<file path="config.mk">
export PLATFORM = sky130hd
export DESIGN_NAME = serial_subtractor_flat
export DESIGN_NICKNAME = d
export VERILOG_FILES = /design/src/rtl/serial_arith_pkg.sv /design/src/rtl/serial_subtractor_if.sv /design/src/rtl/full_subtractor.sv /design/src/rtl/serial_subtractor.sv /design/src/flat_wrapper.sv
export SDC_FILE = /design/constraint.sdc
export NUM_CORES = 1
export LEC_CHECK = 0
export BUFFER_PORTS_ARGS = -buffer_cell sky130_fd_sc_hd__buf_2
export CAP_MARGIN = 10
export CELL_PAD_IN_SITES_DETAIL_PLACEMENT = 0
export CELL_PAD_IN_SITES_GLOBAL_PLACEMENT = 1
export CORE_ASPECT_RATIO = 1.1
export CORE_MARGIN = 8
export CORE_UTILIZATION = 35
export CTS_CLUSTER_SIZE = 28
export DETAILED_ROUTE_END_ITERATION = 12
export PLACE_DENSITY_LB_ADDON = 0.1
export SETUP_SLACK_MARGIN = 0.2
export SLEW_MARGIN = 20
export SYNTH_ARGS = -nofsm -noshare
export SYNTH_HDL_FRONTEND = slang
export SYNTH_HIERARCHICAL = 1
export SYNTH_SLANG_ARGS = --single-unit
</file>
<file path="constraint.sdc">
create_clock -name Clk -period 1.4 [get_ports Clk]
set_clock_uncertainty 0.1 [all_clocks]
set_input_delay 0.28 -clock Clk [delete_from_list [all_inputs] [get_ports Clk]]
set_output_delay 0.28 -clock Clk [all_outputs]
set_load 0.01 [all_outputs]
</file>
<file path="src/rtl/serial_arith_pkg.sv">
// Shared definitions for the bit-serial arithmetic blocks: FSM state encoding
// and a constant clog2 used to size bit counters.
package serial_arith_pkg;

  typedef enum logic [1:0] {
    ST_IDLE  = 2'd0,
    ST_SHIFT = 2'd1,
    ST_DONE  = 2'd2
  } state_e;

  // Smallest r such that 2**r >= v (0 for v <= 1).
  function automatic int unsigned clog2(input int unsigned v);
    int unsigned r;
    r = 0;
    for (int i = 0; i < 32; i++) begin
      if ((64'd1 << i) < 64'(v)) r = 32'(i) + 32'd1;
    end
    return r;
  endfunction

endpackage

</file>
<file path="src/rtl/serial_subtractor_if.sv">
// Start/Ready/Done handshake and operand/result bus of the serial subtractor.
interface serial_subtractor_if #(
  parameter int unsigned WIDTH = 8
);
  logic             Start;
  logic [WIDTH-1:0] A;
  logic [WIDTH-1:0] B;
  logic             Ready;
  logic             Done;
  logic [WIDTH-1:0] Diff;
  logic             Borrow;
  logic             Overflow;

  modport master (
    output Start, A, B,
    input  Ready, Done, Diff, Borrow, Overflow
  );

  modport slave (
    input  Start, A, B,
    output Ready, Done, Diff, Borrow, Overflow
  );
endinterface

</file>
<file path="src/rtl/full_subtractor.sv">
// Single-bit full subtractor cell: D = A - B - Bin with borrow out.
module full_subtractor (
  output logic D,
  output logic Bout,
  input  logic A,
  input  logic B,
  input  logic Bin
);
  always_comb begin
    D    = A ^ B ^ Bin;
    Bout = (~A & B) | (~(A ^ B) & Bin);
  end
endmodule

</file>
<file path="src/rtl/serial_subtractor.sv">
// Bit-serial subtractor Diff = A - B, one bit per clock, LSB first.
// Optional signed overflow flag enabled by defining SERIAL_SUB_OVERFLOW_EN.
module serial_subtractor
  import serial_arith_pkg::*;
#(
  parameter int unsigned WIDTH = 8
) (
  input  logic              Clk,
  input  logic              Rst,
  serial_subtractor_if.slave bus
);

  localparam int unsigned CNT_W = clog2(WIDTH + 1);

  state_e           state_q;
  logic [WIDTH-1:0] a_q;
  logic [WIDTH-1:0] b_q;
  logic [WIDTH-1:0] diff_q;
  logic             bin_q;
  logic [CNT_W-1:0] cnt_q;
  logic             ready_q;
  logic             done_q;
  logic             borrow_q;
  logic             bit_d;
  logic             bout_d;
  logic             last_bit;

`ifdef SERIAL_SUB_OVERFLOW_EN
  logic a_msb_q;
  logic b_msb_q;
  logic ovf_q;
  assign bus.Overflow = ovf_q;
`else
  assign bus.Overflow = 1'b0;
`endif

  full_subtractor u_fs (
    .D   (bit_d),
    .Bout(bout_d),
    .A   (a_q[0]),
    .B   (b_q[0]),
    .Bin (bin_q)
  );

  assign last_bit   = (cnt_q == CNT_W'(WIDTH - 1));
  assign bus.Ready  = ready_q;
  assign bus.Done   = done_q;
  assign bus.Diff   = diff_q;
  assign bus.Borrow = borrow_q;

  always_ff @(posedge Clk) begin
    if (Rst) begin
      state_q  <= ST_IDLE;
      a_q      <= '0;
      b_q      <= '0;
      diff_q   <= '0;
      bin_q    <= 1'b0;
      cnt_q    <= '0;
      ready_q  <= 1'b1;
      done_q   <= 1'b0;
      borrow_q <= 1'b0;
`ifdef SERIAL_SUB_OVERFLOW_EN
      a_msb_q  <= 1'b0;
      b_msb_q  <= 1'b0;
      ovf_q    <= 1'b0;
`endif
    end else begin
      case (state_q)
        // IDLE and DONE accept a new operation identically
        ST_IDLE, ST_DONE: begin
          done_q <= 1'b0;
          if (bus.Start) begin
            a_q     <= bus.A;
            b_q     <= bus.B;
            bin_q   <= 1'b0;
            cnt_q   <= '0;
            ready_q <= 1'b0;
            state_q <= ST_SHIFT;
`ifdef SERIAL_SUB_OVERFLOW_EN
            a_msb_q <= bus.A[WIDTH-1];
            b_msb_q <= bus.B[WIDTH-1];
`endif
          end else begin
            ready_q <= 1'b1;
            state_q <= ST_IDLE;
          end
        end
        ST_SHIFT: begin
          diff_q <= {bit_d, diff_q[WIDTH-1:1]};
          a_q    <= {1'b0, a_q[WIDTH-1:1]};
          b_q    <= {1'b0, b_q[WIDTH-1:1]};
          bin_q  <= bout_d;
          cnt_q  <= cnt_q + CNT_W'(1);
          if (last_bit) begin
            state_q  <= ST_DONE;
            ready_q  <= 1'b1;
            done_q   <= 1'b1;
            borrow_q <= bout_d;
`ifdef SERIAL_SUB_OVERFLOW_EN
            // bit_d is the result MSB being shifted in this cycle
            ovf_q    <= (a_msb_q ^ b_msb_q) & (bit_d ^ a_msb_q);
`endif
          end
        end
        default: begin
          state_q <= ST_IDLE;
          ready_q <= 1'b1;
          done_q  <= 1'b0;
        end
      endcase
    end
  end

endmodule

</file>
<file path="src/flat_wrapper.sv">
// flat-port wrapper written by rule: the top's interface ports become plain ports
module serial_subtractor_flat import serial_arith_pkg::*;
#(
  parameter int unsigned WIDTH = 8
)
  (Clk, Rst, bus_Start, bus_A, bus_B, bus_Ready, bus_Done, bus_Diff, bus_Borrow, bus_Overflow);
  serial_subtractor_if #(.WIDTH(WIDTH)) bus_i ();
  input  logic Clk;
  input  logic Rst;
  input wire logic [$bits(bus_i.Start)-1:0] bus_Start;
  input wire logic [$bits(bus_i.A)-1:0] bus_A;
  input wire logic [$bits(bus_i.B)-1:0] bus_B;
  output wire logic [$bits(bus_i.Ready)-1:0] bus_Ready;
  output wire logic [$bits(bus_i.Done)-1:0] bus_Done;
  output wire logic [$bits(bus_i.Diff)-1:0] bus_Diff;
  output wire logic [$bits(bus_i.Borrow)-1:0] bus_Borrow;
  output wire logic [$bits(bus_i.Overflow)-1:0] bus_Overflow;
  assign bus_i.Start = bus_Start;
  assign bus_i.A = bus_A;
  assign bus_i.B = bus_B;
  assign bus_Ready = bus_i.Ready;
  assign bus_Done = bus_i.Done;
  assign bus_Diff = bus_i.Diff;
  assign bus_Borrow = bus_i.Borrow;
  assign bus_Overflow = bus_i.Overflow;
  serial_subtractor #(.WIDTH(WIDTH)) u_core (.Clk(Clk), .Rst(Rst), .bus(bus_i));
endmodule
</file>
Yosys cells after proc, flatten, opt, wreduce, memory -nomap -nowiden:

Index checks and enable logic that the tools add are counted.
Widths: inputs -> output; s select.

* bits in registers: 34
* input port bits: 19
* word-level logic and storage cells: 43

* $add $sub $neg: 1
* equal/unequal tests: 5
* muxes and demuxes: 14
* bitwise gates (word level): 8
* reductions and logical operators: 6

Operator list (count)
* $pmux 8 s2: 2
* $mux 8: 2
* $pmux 4 s2: 1
* $add 4x1->4 const B: 1
* $eq 4x3->1 const B: 1
* $mux 1: 4
* $mux 4: 1
* $pmux 1 s2: 2
* $pmux 2 s2: 1
* $reduce_and 2->1: 2
* $reduce_or 2->1: 2
* $not 1->1: 3
* $and 1x1->1: 2
* $eq 2x1->1 const B: 1
* $eq 2x2->1 const B: 1
* $logic_not 2->1: 1
* $mux 2: 1
* $ne 2x1->1 const B: 1
* $ne 2x2->1 const B: 1
* $reduce_bool 2->1: 1
* $xor 1x1->1: 2
* $or 1x1->1: 1

Depth between registers and ports, before layout:

Gate-level depths: netlist of the first run.

* depth after elaboration: 5
* depth in mapped cells: 6
* gate-level depth less buffers: 6

Modules after synthesis:

Netlist of the first run, hierarchy kept.

By module, submodules not included
* serial_subtractor: instances 1, cells each 156, area each 1350.0 um^2, sequential area each 680.7 um^2
* full_subtractor: instances 1, cells each 4, area each 31.3 um^2, sequential area each 0.0 um^2

Worst setup path before layout of the first run:

No wires, ideal clock.

* path kind: flip-flop to flip-flop
* from: reg u_core.b_q[0]
* to: reg u_core.borrow_q, in the netlist u_core/bus.Borrow
* library setup time: 0.070 ns
* arrival: 1.273 ns
* setup slack: -0.044 ns
* stages on the path, launching flop included: 7
* buffers on the path: 0
* period minus slack after synthesis: 1.444 ns
* cells stage by stage: dfxtp_1 > inv_1 > fa_1 > inv_1 > inv_1 > or3_1 > a21oi_1

* longest elaborated chain between the ends: 4

Ends and longest elaborated chain
* start, declared: RTL line serial_subtractor.sv:17 `logic [WIDTH-1:0] b_q;`
* start signal, assigned: RTL line serial_subtractor.sv:74 `b_q <= bus.B;`
* start signal, assigned: RTL line serial_subtractor.sv:91 `b_q <= {1'b0, b_q[WIDTH-1:1]};`
* $xor 1x1->1: RTL line full_subtractor.sv:11 `Bout = (~A & B) | (~(A ^ B) & Bin);`
* $not 1->1: RTL line full_subtractor.sv:11
* $and 1x1->1: RTL line full_subtractor.sv:11
* $or 1x1->1 *: RTL line full_subtractor.sv:11
* via u_core.bout_d: RTL line serial_subtractor.sv:25 `logic bout_d;`
* end signal, assigned: RTL line serial_subtractor.sv:98 `borrow_q <= bout_d;`
* end, declared: RTL line serial_subtractor.sv:23 `logic borrow_q;`

Mark *: on every way through the listed nets, which the timed path passes. The rest lies on a longest branch.
A chain may end at the register's enable or synchronous reset.

Final worst setup path of the first run:

Ends and elaborated chain as after synthesis.

==> summary.txt, run 1 <==
Global routing
  • Largest net degree at the start of global routing: 21
  • Initial antenna violation count: 0
  • Vias in the first global route: 1221
  • GR Overflow Total: 0
  • Gr usage total: 0.1103
  • Global-route wire length before repair: 5533 um

CTS
  • CTS H-Tree Depth: 2
  • Cts hold-fix bufs: 0
  • Num CTS Buffers: 5
  • # clock sinks: 34
  • CTS Buffer Depth: 2
  • Clk_lat worst skew: 0.28 ns
  • Clock-pin slew on the worst setup and hold paths: 0.07 ns
  • CTS tree: built
  • CTS Root Cell: clkbuf_8

Pwr
  • Comb power frac: 0.166
  • Register share of total power: 0.489
  • Leakage: 0.0007460 uW
  • Clk pwr share: 0.345
  • P per Cell Area: 1090 nW/um^2
  • Worst VDD drop: 601.2 uV
  • Power Total: 2136 uW
  • Internal: 1586 uW
  • NetSw: 549.7 uW
  • Switching fraction of total power: 0.2573

STA
  • Final Max Tran Viols: 0
  • Tcrit/Tclk final: 1.014
  • Fin crit period: 1.419 ns
  • RSZ-0062 raised after global routing: yes
  • Fin worst setup slack: -0.01908 ns
  • Hold Fails Final Rpt: 0
  • Final TNS setup: -0.01908 ns
  • Setup Viol. Count Final: 1
  • Max Fclk: 0.7047 GHz

Final layout
  • Number of fillers in the final layout: 399
  • Layout net count: 220
  • Most common cell after layout, fill and taps aside: buf_2
  • Util after Layout: 0.5058
  • Area Growth Syn to Fin: 41.85%
  • Share of cells above drive strength 1: 0.4850
  • Ant diodes: 0
  • Most frequent cells in the layout: buf_2 (29), a21oi_1 (26), dfxtp_1 (23), nand3_1 (19), nand2_1 (18)

Die
  • Initial Utilization: 0.3566
  • I/O pins: 31
  • Die Wd: 75.90 um
  • Die ar.: 6215 um^2
  • Chip Height: 81.89 um
  • Core box area: 3874 um^2
  • Rows: 24

Yosys
  • Post-Syn Area: 1381 um^2
  • Avg Synthesized Cell Area: 8.633 um^2
  • Register bit total from synthesis: 34
  • Largest area contributor in the netlist: dfxtp_1
  • Post-synth top area share: 0.4928
  • Synth area leaders: dfxtp_1 (49%), a21oi_1 (11%), a22oi_1 (7.6%)
  • Library cells used by synthesis: 28
  • Post-synthesis net count: 181
  • Yosys warns: 6
  • Post-Synthesis Cells: 160
  • Register area share after synthesis: 0.4928

Routing
  • Avg WL per Cell: 14.09 um
  • Initial DRC Count: 35
  • Vias/cell: 5.044
  • Post-detailed-routing wire length: 3550 um
  • Drt first pass iters: 4
  • Post-route DRC: 0
  • Final ANT Viol Nets: 0
  • Via count: 1271

Status
  • Status: finished with violations
  • Failing checks: negative setup slack

Setup path
  • CP arrival: 1.54 ns
  • Critical path peak fanout: 2
  • Reg2reg end: u_core/bus.Borrow
  • Worst Setup EP: u_core/bus.Borrow
  • Critical Path RT: 1.52 ns
  • Crit. Startpoint: u_core/b_q[0]
  • Worst Setup End Kind: register
  • Worst Setup Start Kind: register
  • R2R setup slack: -0.02 ns
  • Reg2reg start: u_core/b_q[0]
  • Critical path type: register to register
  • Reg2Reg Depth: 6

Placement
  • GP Congestion: 0.7621
  • Dpl hpwl: 2335 um
  • Port Buf Inserts: 29

Hold path
  • HP Class: input pin to register
  • Worst hold path depth: 3

Job
  • Max-Cap Viols: 0
==> power by group through the flow <==
stage / sequential, uW / combinational, uW / clock, uW
3_5_place_dp: 1060 / 254 / 0
4_1_cts: 1040 / 285 / 764
6_report: 1040 / 355 / 737
3_3_place_gp: 1060 / 251 / 0
2_1_floorplan: 1050 / 167 / 0
5_1_grt: 1050 / 387 / 818
==> worst min-delay path by stage <==
stage,start,end
finish,bus_A[7],u_core/a_q[7]
global route,bus_A[7],u_core/a_q[7]
CTS,bus_A[7],u_core/a_q[7]
detailed placement,u_core/bus.Diff[0],u_core/bus.Diff[0]
global placement,u_core/bus.Diff[0],u_core/bus.Diff[0]
floorplan,bus_A[7],u_core/a_q[7]
==> repair_timing <==
action,in CTS,in global routing
endpoints found under the setup margin,24,28
endpoints found under the hold margin,0,0
setup buffers,5,1
gates resized for setup,16,35
cloned,0,1
pin swaps,5,24
==> layer usage <==
| layer | vias to the layer above | part of all wire | global-route usage | routed length (um) |
|---|---|---|---|---|
| met5 | - | 0 | 0 | 0 |
| met4 | 0 | 0.0087 | 0.04706 | 31 |
| met3 | 4 | 0.077 | 0.05580 | 273 |
| met2 | 36 | 0.49 | 0.1962 | 1724 |
| met1 | 599 | 0.43 | 0.1079 | 1520 |
| li1 | 632 | - | - | - |
==> area by class of cell <==
type / count / area (um^2) / area share
Sequential cell: 34 / 694.4 / 0.3544
Timing Repair Buffer: 47 / 361.6 / 0.1845
Multi-Input combinational cell: 106 / 728.2 / 0.3716
Tap cell: 52 / 65.06 / 0.03321
Inverter: 5 / 18.77 / 0.009579
Clock inverter: 1 / 5.005 / 0.002554
Clock buffer: 7 / 86.33 / 0.04406
==> worst max-delay path, cell delays in order, from the launching register on <==
cell and delay (ns):
dfxtp_2 0.34, inv_2 0.04, fa_2 0.37, inv_2 0.07
inv_2 0.02, or3_1 0.30, a21oi_1 0.12
==> metrics by stage <==
stage | hold WS (ns) | setup WS, ns | cells | area, um^2
2_1_floorplan | 0.3160 | 0.01784 | 160 | 1390
3_3_place_gp | 0.3403 | 0.002870 | 237 | 1618
3_5_place_dp | 0.3475 | -0.03199 | 237 | 1618
4_1_cts | 0.1294 | -0.01856 | 250 | 1788
5_1_grt | 0.1295 | -0.09058 | 252 | 1959
6_report | 0.1377 | -0.01908 | 252 | 1959
==> kinds of logic (layout without fill, tap and decap cells) <==
kind of cell    Yosys count  in the layout  synth area share
simple gates             53             53            0.1812
compound gates           48             48            0.2074
mux                       2              2           0.01630
other cells               1              1          0.002715
buf+inv                  20             60           0.07609
flops                    34             34            0.4928
fa+ha+maj                 2              2           0.02355
==> flip-flops by register name, summed over array words and instances, names as in the netlist <==
signal and count:
u_core/a_q 8, u_core/b_q 8, u_core/bus.Ready 1, u_core/bus.Borrow 1
u_core/bus.Diff 8, u_core/bin_q 1, u_core/cnt_q 4, u_core/state_q 2
u_core/bus.Done 1
==> synth_stat cells, drive strengths merged <==
| cell type | instances |
|---|---|
| a211oi | 2 |
| a21oi | 30 |
| a22oi | 14 |
| a31oi | 1 |
| and2b | 1 |
| buf | 11 |
| clkbuf | 4 |
| conb | 1 |
| dfxtp | 34 |
| fa | 1 |
| ha | 1 |
| inv | 5 |
| mux2 | 2 |
| nand2 | 20 |
| nand2b | 3 |
| nand3 | 19 |
| nand3b | 1 |
| nand4 | 1 |
| nor2 | 4 |
| nor2b | 1 |
| nor3 | 1 |
| nor3b | 1 |
| o21ai | 1 |
| or3 | 1 |
(Power assumes the default switching activity.)
==> run 2, diff against run 1 <==
--- a/config.mk
+++ b/config.mk
@@ -19,5 +19,4 @@
 export SLEW_MARGIN = 20
 export SYNTH_ARGS = -nofsm -noshare
 export SYNTH_HDL_FRONTEND = slang
-export SYNTH_HIERARCHICAL = 1
 export SYNTH_SLANG_ARGS = --single-unit
==> summary.txt, run 2 <==
Status
  • Status: finished clean

Setup path
  • Critical path type: register to register
  • Critical Path RT: 1.52 ns (about the same)
  • Worst Setup Start Kind: register
  • Critical path peak fanout: 2 (unchanged)
  • CP arrival: 1.33 ns (-0.21 ns)
  • Worst Setup End Kind: register

Placement
  • Dpl hpwl: 2239 um (-4.1%)
  • Placed cell count: 232 (-2.1%)
  • Port Buf Inserts: 29 (unchanged)
  • Post-place instance area: 1599 um^2 (-1.2%)
  • GP Congestion: 0.7849 (+3.0%)

Pwr
  • Power Total: 2206 uW (+3.3%)
  • Clk pwr share: 0.406 (+0.061)
  • Leakage: 0.0006808 uW (-8.7%)
  • Switching fraction of total power: 0.2449 (-0.01240)
  • Worst VDD drop: 693.0 uV (+15%)
  • Comb power frac: 0.123 (-0.043)
  • Internal: 1665 uW (+5.0%)
  • NetSw: 540.3 uW (-1.7%)
  • Register share of total power: 0.471 (-0.018)
  • P per Cell Area: 1224 nW/um^2 (+12%)

CTS
  • CTS H-Tree Depth: 2 (unchanged)
  • Num CTS Buffers: 5 (unchanged)
  • CTS Root Cell: clkbuf_8
  • Clk_lat worst skew: 0.29 ns (about the same)
  • CTS Buffer Depth: 2 (unchanged)
  • # Post-CTS Setup Buffers: 0 (-5)
  • Clock-pin slew on the worst setup and hold paths: 0.07 ns (about the same)
  • CTS tree: built
  • Cts hold-fix bufs: 0 (unchanged)
  • # clock sinks: 34 (unchanged)

STA
  • Hold Fails Final Rpt: 0 (unchanged)
  • RSZ-0062 raised after global routing: yes
  • Setup Viol. Count Final: 0 (-1)
  • Max Fclk: 0.8247 GHz (+17%)
  • Tcrit/Tclk final: 0.8662 (-0.1475)
  • Final TNS setup: 0 ns (+0.01908 ns)
  • Final Max Tran Viols: 0 (unchanged)
  • Fin crit period: 1.213 ns (-0.2065 ns)

Final layout
  • Fin cells: 241 (-4.4%)
  • Area Growth Syn to Fin: 30.55%
  • Layout net count: 209 (-5.0%)
  • Ant diodes: 0 (unchanged)
  • Most frequent cells in the layout: a21oi_1 (30), buf_2 (29), dfxtp_1 (23), nand2_1 (19), nand3_1 (19)
  • Util after Layout: 0.4651 (-0.04070)
  • Share of cells above drive strength 1: 0.3704 (-0.1146)
  • Design Area, Final: 1802 um^2 (-8.0%)
  • Most common cell after layout, fill and taps aside: a21oi_1

Die
  • Chip Height: 81.86 um (about the same)
  • I/O pins: 31 (unchanged)
  • Core box area: 3874 um^2 (unchanged)
  • Die Wd: 75.87 um (about the same)
  • Initial Utilization: 0.3563 (about the same)
  • Die ar.: 6211 um^2 (about the same)
  • Rows: 24 (unchanged)

Routing
  • Final ANT Viol Nets: 0 (unchanged)
  • Post-detailed-routing wire length: 3338 um (-6.0%)
  • Avg WL per Cell: 13.85 um (-1.7%)
  • Vias/cell: 5.008 (-0.70%)
  • Via count: 1207 (-5.0%)
  • Drt first pass iters: 4 (unchanged)
  • Initial DRC Count: 72 (+110%)
  • Post-route DRC: 0 (unchanged)

Yosys
  • Synth area leaders: dfxtp_1 (49%), a21oi_1 (11%), a22oi_1 (7.6%)
  • Post-synthesis net count: 178 (-1.7%)
  • Post-Syn Area: 1380 um^2 (about the same)
  • Largest area contributor in the netlist: dfxtp_1
  • Ys flop type: dfxtp_1
  • Register area share after synthesis: 0.4932 (about the same)
  • Count leader, synth: dfxtp_1
  • Register bit total from synthesis: 34 (unchanged)
  • Post-synth top cells: dfxtp_1 (34), a21oi_1 (30), nand2_1 (19), nand3_1 (19), a22oi_1 (14)
  • Library cells used by synthesis: 26 (-7.1%)
  • Yosys warns: 0 (-6)
  • Post-Synthesis Cells: 157 (-1.9%)
  • Post-synth top area share: 0.4932 (about the same)
  • Async set-or-reset flop fraction in the synthesized netlist: 0 (unchanged)
  • Avg Synthesized Cell Area: 8.790 um^2 (+1.8%)
  • EDFF count, synth: 0 (unchanged)

Global routing
  • Initial antenna violation count: 0 (unchanged)
  • Largest net degree at the start of global routing: 25 (+19%)
  • Global-route wire length before repair: 5395 um (-2.5%)
  • Vias in the first global route: 1138 (-6.8%)
  • Gr usage total: 0.1148 (+0.004479)
  • GR Overflow Total: 0 (unchanged)

Job
  • Max-Cap Viols: 0 (unchanged)

Hold path
  • HP Class: input pin to register
[run 2: final timing paths]
path / from / end / slack (ns) / cells after the start
max: u_core.b_q[0] / u_core.bus.Diff[7] / 0.19 / 4
min: bus_A[7] / u_core.a_q[7] / 0.13 / 3
max reg2reg: u_core.b_q[0] / u_core.bus.Diff[7] / 0.19 / 4
min reg2reg: u_core.bus.Diff[0] / u_core.bus.Diff[0] / 0.36 / 2
[run 2: power groups by stage]
stage	Clock, uW	Sequential, uW	Combinational [uW]
after floorplan	0	1050	164
after global placement	0	1060	242
after detailed placement	0	1060	246
after CTS	926	1040	252
after global routing	968	1040	302
final	896	1040	271
[run 2: cell type report]
type,instances,area [um^2]
tap,52,65.06
inverter,2,7.507
clock inverter,3,45.04
clock buffer,5,68.82
fill,401,2072
timing repair buffer,39,264.0
sequential,34,701.9
multi-input combinational,106,649.4
[run 2: worst max-delay path, cell delays in order, from the launching register on]
cell     delay (ns)
dfxtp_2        0.33
inv_2          0.04
fa_1           0.51
nand2_1        0.05
a21oi_1        0.12
[run 2: kinds of logic after synthesis]
group | after synthesis | synth area share
buf+inv | 17 | 0.06891
flops | 34 | 0.4932
fa+ha+maj | 2 | 0.02357
other cells | 1 | 0.002717
compound gates | 47 | 0.2058
mux | 2 | 0.01632
simple gates | 54 | 0.1895
[run 2: what timing repair did]
item | CTS | global route
setup endpoints to repair | 7 | 29
endpoints found under the hold margin | 0 | 0
gates cloned | 0 | 1
pin swaps | 1 | 2
gates resized for setup | 9 | 21
[run 2: through the flow]
step                      setup slack (ns)  hold WS, ns
after detailed placement           0.09558       0.3475
after global routing                0.1180       0.1265
after CTS                           0.1784       0.1230
after floorplan                     0.2055       0.3160
after global placement              0.1166       0.3424
final                               0.1874       0.1316
[run 2: metal layers]
layer / track usage / routed length, um
met5: 0 / 0
met4: 0.04615 / 58
met3: 0.05250 / 218
met2: 0.1825 / 1601
met1: 0.1299 / 1460
==> run 3, diff against run 2 <==
--- a/config.mk
+++ b/config.mk
@@ -15,6 +15,7 @@
 export CTS_CLUSTER_SIZE = 28
 export DETAILED_ROUTE_END_ITERATION = 12
 export PLACE_DENSITY_LB_ADDON = 0.1
+export REMOVE_ABC_BUFFERS = 1
 export SETUP_SLACK_MARGIN = 0.2
 export SLEW_MARGIN = 20
 export SYNTH_ARGS = -nofsm -noshare
==> summary.txt, run 3 (synthesized netlist as in run 2, its figures left out) <==
STA
  • Setup Viol. Count Final: 0 (unchanged)
  • Tcrit/Tclk final: 0.8848 (+0.01862)
  • RSZ-0062 raised after global routing: yes
  • Fin crit period: 1.239 ns (+0.02606 ns)
  • Max Fclk: 0.8073 GHz (-2.1%)
  • Fin worst setup slack: 0.1613 ns (-0.02606 ns)
  • Hold Fails Final Rpt: 0 (unchanged)
  • Final TNS setup: 0 ns (unchanged)
  • Final Max Tran Viols: 0 (unchanged)
  • Fin Hold WS: 0.1395 ns (+0.007906 ns)

Global routing
  • Global-route wire length before repair: 5623 um (+4.2%)
  • GR Overflow Total: 0 (unchanged)
  • Largest net degree at the start of global routing: 20 (-20%)
  • Initial antenna violation count: 0 (unchanged)
  • Gr usage total: 0.1215 (+0.006680)
  • Vias in the first global route: 1266 (+11%)

Routing
  • Drt first pass iters: 4 (unchanged)
  • Via count: 1243 (+3.0%)
  • Post-route DRC: 0 (unchanged)
  • Final ANT Viol Nets: 0 (unchanged)
  • Vias/cell: 5.115 (+2.1%)
  • Avg WL per Cell: 14.42 um (+4.1%)
  • Initial DRC Count: 37 (-49%)
  • Post-detailed-routing wire length: 3503 um (+4.9%)

Pwr
  • Leakage: 0.0006788 uW (-0.31%)
  • Power Total: 2026 uW (-8.1%)
  • P per Cell Area: 1138 nW/um^2 (-7.0%)
  • Worst VDD drop: 762.7 uV (+10%)

Final layout
  • Share of cells above drive strength 1: 0.4136 (+0.04324)
  • Design Area, Final: 1780 um^2 (-1.2%)
  • Most frequent cells in the layout: buf_2 (29), a21oi_1 (28), dfxtp_1 (24), nand3_1 (19), nand2_1 (18)
  • FF+latch area: 695.7 um^2 (-0.89%)
  • Number of fillers in the final layout: 391 (-2.5%)
  • Layout net count: 213 (+1.9%)
  • Multi-input gate area: 671.9 um^2 (+3.5%)
  • Ant diodes: 0 (unchanged)
  • Most common cell after layout, fill and taps aside: buf_2
  • Area Growth Syn to Fin: 29.01%

CTS
  • CTS Root Cell: clkbuf_8
  • Clock-pin slew on the worst setup and hold paths: 0.07 ns (about the same)
  • CTS tree: built
  • CTS Buffer Depth: 2 (unchanged)
  • Num CTS Buffers: 5 (unchanged)
  • Clk_lat worst skew: 0.28 ns (about the same)
  • # clock sinks: 34 (unchanged)
  • Cts hold-fix bufs: 0 (unchanged)
  • CTS H-Tree Depth: 2 (unchanged)

Die
  • Rows: 24 (unchanged)
  • Die Wd: 75.87 um (unchanged)
  • Core box area: 3874 um^2 (unchanged)
  • Initial Utilization: 0.3563 (unchanged)
  • Chip Height: 81.86 um (unchanged)
  • Die ar.: 6211 um^2 (unchanged)
  • I/O pins: 31 (unchanged)

Hold path
  • HP Class: input pin to register
  • Hold wc startpoint: bus_B[7]
  • Hold EP: u_core.b_q[7]
  • Worst hold path depth: 3 (unchanged)

Setup path
  • Worst Setup End Kind: register
  • Reg2Reg Depth: 3 (-1)
  • Reg2reg start: u_core.state_q[0]
  • CP cell instances: and2b_2 -> nand4_1 -> mux2_2
  • R2R setup slack: 0.16 ns (-0.03 ns)
  • Critical Path RT: 1.47 ns (-0.05 ns)
  • CP max stage delay: 0.35 ns (-0.16 ns)
  • Worst Setup Start Kind: register
  • CP arrival: 1.31 ns (-0.02 ns)
  • Critical path peak fanout: 6 (+4)
  • Critical path type: register to register
  • Slowest CP cell: dfxtp_2
  • Reg2reg end: u_core.cnt_q[3]

Job
  • Max-Cap Viols: 0 (unchanged)

Placement
  • Post-place instance area: 1585 um^2 (-0.86%)
  • Dpl hpwl: 2375 um (+6.1%)
  • GP Congestion: 0.7323 (-6.7%)
  • Port Buf Inserts: 29 (unchanged)
  • Setup WS pre-CTS: 0.01063 ns (-0.08495 ns)

Status
  • Status: finished clean
[run 3: cell count changes in the layout (fill, tap and decap cells not counted), sizes merged]
cell,change
bufinv,-1
buf,+4
clkbuf,+1
clkinvlp,-2
[run 3: repair_timing]
item | 4_1_cts | 5_1_grt
pin swaps | 3 | 2
resized for setup | 13 | 18
cloned | 0 | 0
buffers inserted | 2 | 1
endpoints found under the setup margin | 20 | 27
[run 3: routing by layer]
metal | vias up | routed length, um | global-route usage
met3 | 5 | 231 | 0.04640
met2 | 33 | 1844 | 0.2185
li1 | 614 | - | -
met5 | - | 0 | 0
met1 | 591 | 1379 | 0.1184
met4 | 0 | 47 | 0.05769
[run 3: worst max-delay path by stage]
stage / endpoint / start
floorplan: u_core.cnt_q[2] / u_core.state_q[1]
global placement: u_core.bus.Borrow / u_core.cnt_q[0]
detailed placement: u_core.bus.Borrow / u_core.cnt_q[0]
CTS: u_core.cnt_q[3] / u_core.state_q[0]
global route: u_core.cnt_q[3] / u_core.state_q[0]
finish: u_core.cnt_q[3] / u_core.state_q[0]
[run 3: critical path: cells and delay by family, from the launching register on]
family	cells	cell delay, ns
and+or+nand+nor	2	0.34
muxes	1	0.33
DFF	1	0.35
[run 3: stage by stage]
| stage | cells | util |
|---|---|---|
| after detailed placement | 234 | 0.4092 |
| after global routing | 243 | 0.4596 |
| final | 243 | 0.4596 |
| after global placement | 234 | 0.4092 |
| after floorplan | 142 | - |
| after CTS | 242 | 0.4441 |
[run 3: area by class of cell]
| cell class | count | share of cell area |
|---|---|---|
| timing repair buffer | 43 | 0.1448 |
| tap | 52 | 0.03654 |
| inverter | 2 | 0.004216 |
| clock buffer | 6 | 0.04638 |
| sequential | 34 | 0.3907 |
| multi-input combinational | 106 | 0.3774 |
[run 3: where the power goes]
| part | internal (uW) | switching, uW | leakage (uW) |
|---|---|---|---|
| clock | 379 | 329 | 0.0000431 |
| sequential | 1010 | 29.2 | 0.000282 |
| combinational | 124 | 153 | 0.000354 |
